--- config.mk ---
export PLATFORM = sky130hd
export DESIGN_NAME = rr_index_scanner
export DESIGN_NICKNAME = d
export VERILOG_FILES = /design/src/rtl/scan_pkg.sv /design/src/rtl/rr_priority_pick.sv /design/src/rtl/rr_index_scanner.sv
export SDC_FILE = /design/constraint.sdc
export NUM_CORES = 1
export LEC_CHECK = 0
export ABC_AREA = 1
export BUFFER_PORTS_ARGS = -buffer_cell sky130_fd_sc_hd__buf_2
export CORE_MARGIN = 5
export CORE_UTILIZATION = 50
export CTS_CLUSTER_SIZE = 14
export DETAILED_ROUTE_END_ITERATION = 6
export PLACE_DENSITY = 0.74
export SYNTH_ARGS = -nofsm -noshare
export SYNTH_HDL_FRONTEND = slang
export SYNTH_SLANG_ARGS = --single-unit
--- constraint.sdc ---
create_clock -name clk -period 3 [get_ports clk]
set_input_delay 0.9 -clock clk [delete_from_list [all_inputs] [get_ports clk]]
set_output_delay 0.9 -clock clk [all_outputs]
set_load 0.05 [all_outputs]
--- src/rtl/scan_pkg.sv ---
// Shared definitions for the round-robin index scanner: channel count, index width
// and FSM state encoding.
package scan_pkg;

  localparam int N_CH  = 8;
  localparam int IDX_W = 3;

  typedef enum logic [1:0] {
    S_IDLE   = 2'd0,
    S_SEARCH = 2'd1,
    S_HOLD   = 2'd2
  } state_t;

endpackage

--- src/rtl/rr_priority_pick.sv ---
// Combinational round-robin pick: first requesting channel after 'last', wrapping mod N_CH.
module rr_priority_pick
  import scan_pkg::*;
(
  input  logic [N_CH-1:0]  req,
  input  logic [IDX_W-1:0] last,
  output logic [IDX_W-1:0] pick,
  output logic             found
);

  logic [IDX_W-1:0]  start;
  logic [IDX_W-1:0]  off;
  logic [2*N_CH-1:0] dbl;
  logic [N_CH-1:0]   rot;

  always_comb begin
    start = last + IDX_W'(1);
    // Doubling the vector turns the right rotation into a plain shift.
    dbl   = {req, req} >> start;
    rot   = dbl[N_CH-1:0];
    found = |req;
    off   = '0;
    for (int k = N_CH - 1; k >= 0; k--) begin
      if (rot[k]) off = IDX_W'(k);
    end
    pick = start + off;
  end

endmodule

--- src/rtl/rr_index_scanner.sv ---
// Round-robin channel scanner: selects requesting channels in rotation, holds each for
// dwell+1 cycles and pulses wrap when a rotation completes.
module rr_index_scanner
  import scan_pkg::*;
#(
  parameter int DWELL_W = 8
) (
  input  logic               clk,
  input  logic               rst,
  input  logic               en,
  input  logic [N_CH-1:0]    req,
  input  logic [DWELL_W-1:0] dwell,
  output logic [IDX_W-1:0]   idx,
  output logic               idx_valid,
  output logic               wrap
);

  state_t             state;
  logic [DWELL_W-1:0] cnt;
  logic [IDX_W-1:0]   last;
  logic [IDX_W-1:0]   pick;
  logic               found;

  rr_priority_pick u_pick (
    .req   (req),
    .last  (last),
    .pick  (pick),
    .found (found)
  );

  always_ff @(posedge clk or posedge rst) begin
    if (rst) begin
      state     <= S_IDLE;
      idx       <= '0;
      idx_valid <= 1'b0;
      wrap      <= 1'b0;
      cnt       <= '0;
      // Starting from the top channel makes the first search begin at channel 0.
      last      <= IDX_W'(N_CH - 1);
    end else begin
      case (state)
        S_IDLE: begin
          idx_valid <= 1'b0;
          wrap      <= 1'b0;
          if (en && found) state <= S_SEARCH;
        end
        S_SEARCH: begin
          if (!en || !found) begin
            state     <= S_IDLE;
            idx_valid <= 1'b0;
            wrap      <= 1'b0;
          end else begin
            state     <= S_HOLD;
            idx       <= pick;
            last      <= pick;
            idx_valid <= 1'b1;
            cnt       <= dwell;
            wrap      <= (pick <= last);
          end
        end
        S_HOLD: begin
          wrap <= 1'b0;
          if (cnt != '0) cnt <= cnt - DWELL_W'(1);
          // Disable beats a dropped requester, which beats normal slot expiry.
          if (!en) begin
            state     <= S_IDLE;
            idx_valid <= 1'b0;
          end else if (!req[idx]) begin
            state     <= S_SEARCH;
            idx_valid <= 1'b0;
          end else if (cnt == '0) begin
            state     <= S_SEARCH;
            idx_valid <= 1'b0;
          end
        end
        default: begin
          state     <= S_IDLE;
          idx_valid <= 1'b0;
          wrap      <= 1'b0;
        end
      endcase
    end
  end

endmodule

==> results of run 1 <==
==> area by class of cell <==
type | instances | area, um^2 | share of cell area
well taps | 44 | 55.1 | 0.0258
flip-flops and latches | 18 | 454 | 0.213
repair buffers | 56 | 370 | 0.174
multi-input cells | 190 | 1100 | 0.515
clock buffers | 4 | 36.3 | 0.0170
inverters | 28 | 120 | 0.0563
==> flip-flops by register name, indices dropped and copies added, names as in the netlist <==
name and cells:
idx_valid 1, wrap 1, state 2, last 3
idx 3, cnt 8
==> cell families after synthesis <==
family | Yosys count | share of synthesized area
and+or+nand+nor | 145 | 0.424
AOI/OAI and AO/OA | 33 | 0.114
buffers and inverters | 33 | 0.0952
DFF | 18 | 0.279
adders and majority gates | 8 | 0.0661
xor gates and xnor gates | 4 | 0.0215
==> routing by layer <==
layer	share of wire	GRT usage
met1	0.49	0.249
met5	0	0
met2	0.46	0.313
met4	0.0050	0.0228
met3	0.047	0.0371
==> worst max-delay path, stage by stage (launching register included) <==
cell,delay [ps]
dfstp_2,580
ha_4,250
inv_8,90
nand3_2,100
nand2_2,80
buf_4,100
buf_4,90
nand2_2,40
nand2_2,70
nand2_2,60
a21boi_2,130
ha_2,180
inv_2,40
fa_2,390
xor2_2,150
inv_1,70
nand3_2,60
nand2_2,70
ha_4,280
nand2_4,40
nor2_2,90
nor2_1,40
a21oi_1,130
nor2_1,60
==> worst max path at each step <==
stage	start	endpoint	slack [ps]	depth (start not counted)
after floorplan	last[0]	wrap	-180	26
after global placement	req[5]	wrap	-420	24
after detailed placement	req[4]	wrap	-510	25
after CTS	last[0]	wrap	-260	25
after global routing	last[0]	wrap	-580	24
final	last[0]	wrap	-300	23
==> per-stage QoR <==
stage          TNS [ps]  setup slack [ps]
2_1_floorplan      -184              -184
3_3_place_gp       -471              -420
3_5_place_dp       -697              -512
4_1_cts            -261              -261
5_1_grt           -1050              -582
6_report           -298              -298
==> cells in the final DEF, fill, tap and decap left out, types with 2 or more instances in the layout <==
cell type  netlist  layout
a21oi_1          3       3
a31oi_1          2       2
buf_2            1      23
buf_4            0      31
buf_6            3       2
clkbuf_4         0       3
dfrtp_1         15      15
dfstp_2          3       3
ha_1             7       4
ha_4             0       2
inv_1           24      23
inv_2            2       2
nand2_1         69      64
nand2_2         18      21
nand2_4          0       2
nand3_1         22      21
nand3_2          8       8
nand4_1          2       2
nor2_1          19      18
nor2_2           2       3
nor3_1           2       2
nor4_1           2       2
o211ai_1         3       3
o21ai_0         17      17
o21ai_1          4       4
xor2_1           3       2
==> what timing repair did <==
| item | in CTS | in global routing |
|---|---|---|
| resized for setup | 6 | 11 |
| hold buffers | 0 | 0 |
| buffers inserted | 1 | 2 |
| pin swaps | 3 | 12 |
| cloned | 0 | 0 |
| setup endpoints to repair | 1 | 4 |
==> results.toml, run 1 <==
[outcome]
status = "finished, violations left"
violations = "setup timing"

[hold_path]
hold_path_end = "last[2]"
min_path_type = "flip-flop to flip-flop"
min_from = "last[2]"
hold_path_depth = 2

[placed_design]
numPortBuffers = 23
dp_hpwl_mm = 3.06
place.gp.congestion = 0.830
placed_area_um2 = 2020
placed_cells = 333

[clock_tree]
root_buffer = "clkbuf_4"
clk_pin_slew_ps = 110
clock_path_buffers = 2
cts_tree = "yes"
cts_sinks = 18
cts-buffers-inserted = 3
clkLatencyLatePin_ps = 300
htree_levels = 1

[setup_path]
worst-endpoint-arrival_ps = 3500
r2r_slack_ps = -300
worstSetupPathType = "flip-flop to flip-flop"
end_kind = "flip-flop"
start_kind = "flip-flop"
crit_fanout = 9
reg2reg_depth = 23
r2r-start = "last[0]"
required_ps = 3200
r2r_end = "wrap"

[sta]
skew_ps = 13.5
holdWs_ps = 494
slew_viol_final = 0
slew_headroom = 0.554
fin_crit_sh = 1.10
rsz0062_at_grt = "true"
setup_viol = 2
finalHoldViolCount = 0
fin_crit_ps = 3300
timing.fmax_ghz = 0.303
tightest_slew_ps = 668
layout_setup_ws_ps = -298

[synthesis]
synthDistinctLibCells = 32
ys_async_sr_fraction = 1.00
ys_seq_area_frac = 0.279
synth_edf_count = 0
yosys.area.top_type = "dfrtp_1"
ys_seq_elements = 18
syn_area_um2 = 1630
yosysMostFrequentCell = "nand2_1"
synthTopCellsByCount = "nand2_1 (69), inv_1 (24), nand3_1 (22)"
synthCells = 241
synth_ff_type = "dfrtp_1"
synth_warnings = 0
synth_top_cells_by_area = "dfrtp_1 (23%), nand2_1 (16%), nand2_2 (6.9%)"
synth_top_area_share = 0.230
syn_nets = 268
postSynthAreaPerCell_um2 = 6.76

[global_route]
antenna_found_initial = 0
grt_pass1_wl_mm = 6.62
grt_max_degree = 19
gr-usage-all-layers = 0.185
grt-ovfl-total = 0
grt_pass1_vias = 1601

[route]
first_iter_violations = 89
dr.pass1.iters = 4
routed_via_density = 5.06
drc_errors = 0
finalWirelength_mm = 3.78
route.vias.total = 1722
wl_per_cell_um = 11.1
final_antenna_net_count = 0

[cells_and_area]
num_antenna_cells = 0
fin_cells = 340
fin_area_um2 = 2130
area_delta_synth_final_pct = 31.0
drive_gt1_frac = 0.372
nets = 324
final_util = 0.693
nFillCells = 303

[floorplanning]
num_io_pins = 24
die_w_um = 67.1
core-area_um2 = 3080
die_h_um = 67.1
die_area_um2 = 4500
num_rows = 20
initial_core_util = 0.529

[flow_run]
drv_cap = 0
Power of run 1 is left out: the tool's default activity adds up to more than one toggle a clock period on the data nets, which glitch-free logic cannot reach.
==> inputs of run 2 (changes only) <==
Settings changed: SKIP_LAST_GASP set to 1.
==> results.toml, run 2 (synthesis results as in run 1) <==
[cells_and_area]
final_common_cell = "nand2_1"
drive_gt1_frac = 0.372
largest_register_ffs = 8
top_register = "cnt"
area_delta_synth_final_pct = 30.7
reg_top3 = "cnt: 8 flops, idx: 3 flops, last: 3 flops"
final_util = 0.692
most-common-layout-cells = "nand2_1 (64), buf_4 (31), inv_1 (23), buf_2 (23), nand2_2 (22)"
fin_area_um2 = 2130
nets = 324
nFillCells = 304
num_antenna_cells = 0

[global_route]
grt_pass1_wl_mm = 6.62
grt_max_degree = 19
grt_pass1_vias = 1601
gr-usage-all-layers = 0.185
antenna_found_initial = 0
grt-ovfl-total = 0

[route]
routed_via_density = 5.07
drc_errors = 0
first_iter_violations = 90
dr.pass1.iters = 4
finalWirelength_mm = 3.78
route.vias.total = 1723
wl_per_cell_um = 11.1
final_antenna_net_count = 0

[placed_design]
numPortBuffers = 23
placed_area_um2 = 2020
place.gp.congestion = 0.830
dp_hpwl_mm = 3.06

[sta]
tightest_slew_ps = 666
slew_headroom = 0.556
rsz0062_at_grt = "true"
layout_setup_ws_ps = -297
setup_viol = 1
skew_ps = 14.1
slew_viol_final = 0
fin_crit_ps = 3300
fin_crit_sh = 1.10
timing.fmax_ghz = 0.303
finalHoldViolCount = 0
tns_ps = -297
holdWs_ps = 494

[floorplanning]
num_io_pins = 24
core-area_um2 = 3080
die_area_um2 = 4500
num_rows = 20
die_h_um = 67.1
initial_core_util = 0.529
die_w_um = 67.1

[flow_run]
drv_cap = 0

[clock_tree]
root_buffer = "clkbuf_4"
cts_sinks = 18
clk_pin_slew_ps = 110
ctsHoldBuffers = 0
cts_tree = "yes"
htree_levels = 1
clkLatencyLatePin_ps = 300
clock_path_buffers = 2
cts-buffers-inserted = 3

[setup_path]
crit_start = "last[0]"
cpMostUsedCell = "nand2_2"
start_kind = "flip-flop"
path_cells = "ha_4, inv_8, nand3_2, nand2_2, buf_4, buf_4, nand2_2, nand2_2, nand2_2, a21boi_2, ha_2, inv_2, fa_2, xor2_2, inv_1, nand3_2, nand2_2, ha_4, nand2_2, nor2_2, nor2_1, a21oi_1, nor2_1"
worst-endpoint-arrival_ps = 3500
r2r_slack_ps = -300
worstSetupPathType = "flip-flop to flip-flop"
r2r-start = "last[0]"
end_kind = "flip-flop"
max_stage_delay_ps = 580
crit_fanout = 9
path_buf_inv = 5
required_ps = 3200
cp_slowest_cell = "dfstp_2"
cp_top_family = "adder cells"

[outcome]
violations = "setup timing"
status = "finished, violations left"

[hold_path]
min_path_type = "flip-flop to flip-flop"
min_from = "last[2]"
==> run 2: cell counts in the layout (fill, tap and decap cells not counted) <==
Identical to the previous run, type by type.
==> run 2: worst paths after layout <==
check / cells past startpoint / end
worst max-delay path: 23 / wrap
worst min-delay path: 2 / last[2]
worst max register to register: 23 / wrap
worst min register to register: 2 / last[2]
max in group asynchronous: 2 / cnt[6]
min in group asynchronous: 2 / cnt[2]
==> run 2: worst min-delay path, cell delays in order, from the launching register on <==
cell and delay, ps:
dfstp_2 400, nand2_1 60, nand2_1 50
==> run 2: metal layers <==
layer / track usage / wire length (um)
met5: 0 / 0
met4: 0.0228 / 19
met3: 0.0371 / 206
met2: 0.313 / 1750
met1: 0.249 / 1800
==> run 2: timing repair <==
action	4_1_cts	5_1_grt
pin swaps	3	12
resized for setup	6	10
endpoints found under the setup margin	1	4
setup buffers	1	2
==> run 2: area by class of cell <==
class,count,area [um^2],share of cell area
well taps,44,55.1,0.0259
multi-input cells,190,1090,0.514
clock buffers,4,36.3,0.0170
repair buffers,56,370,0.174
inverters,28,120,0.0564
flip-flops and latches,18,454,0.213
==> run 2: through the flow <==
stage | std cells | setup slack, ps
final | 340 | -297
after global routing | 340 | -577
after CTS | 338 | -261
after detailed placement | 333 | -512
after global placement | 333 | -420
after floorplan | 241 | -184
Power of run 2 is left out for the same reason.
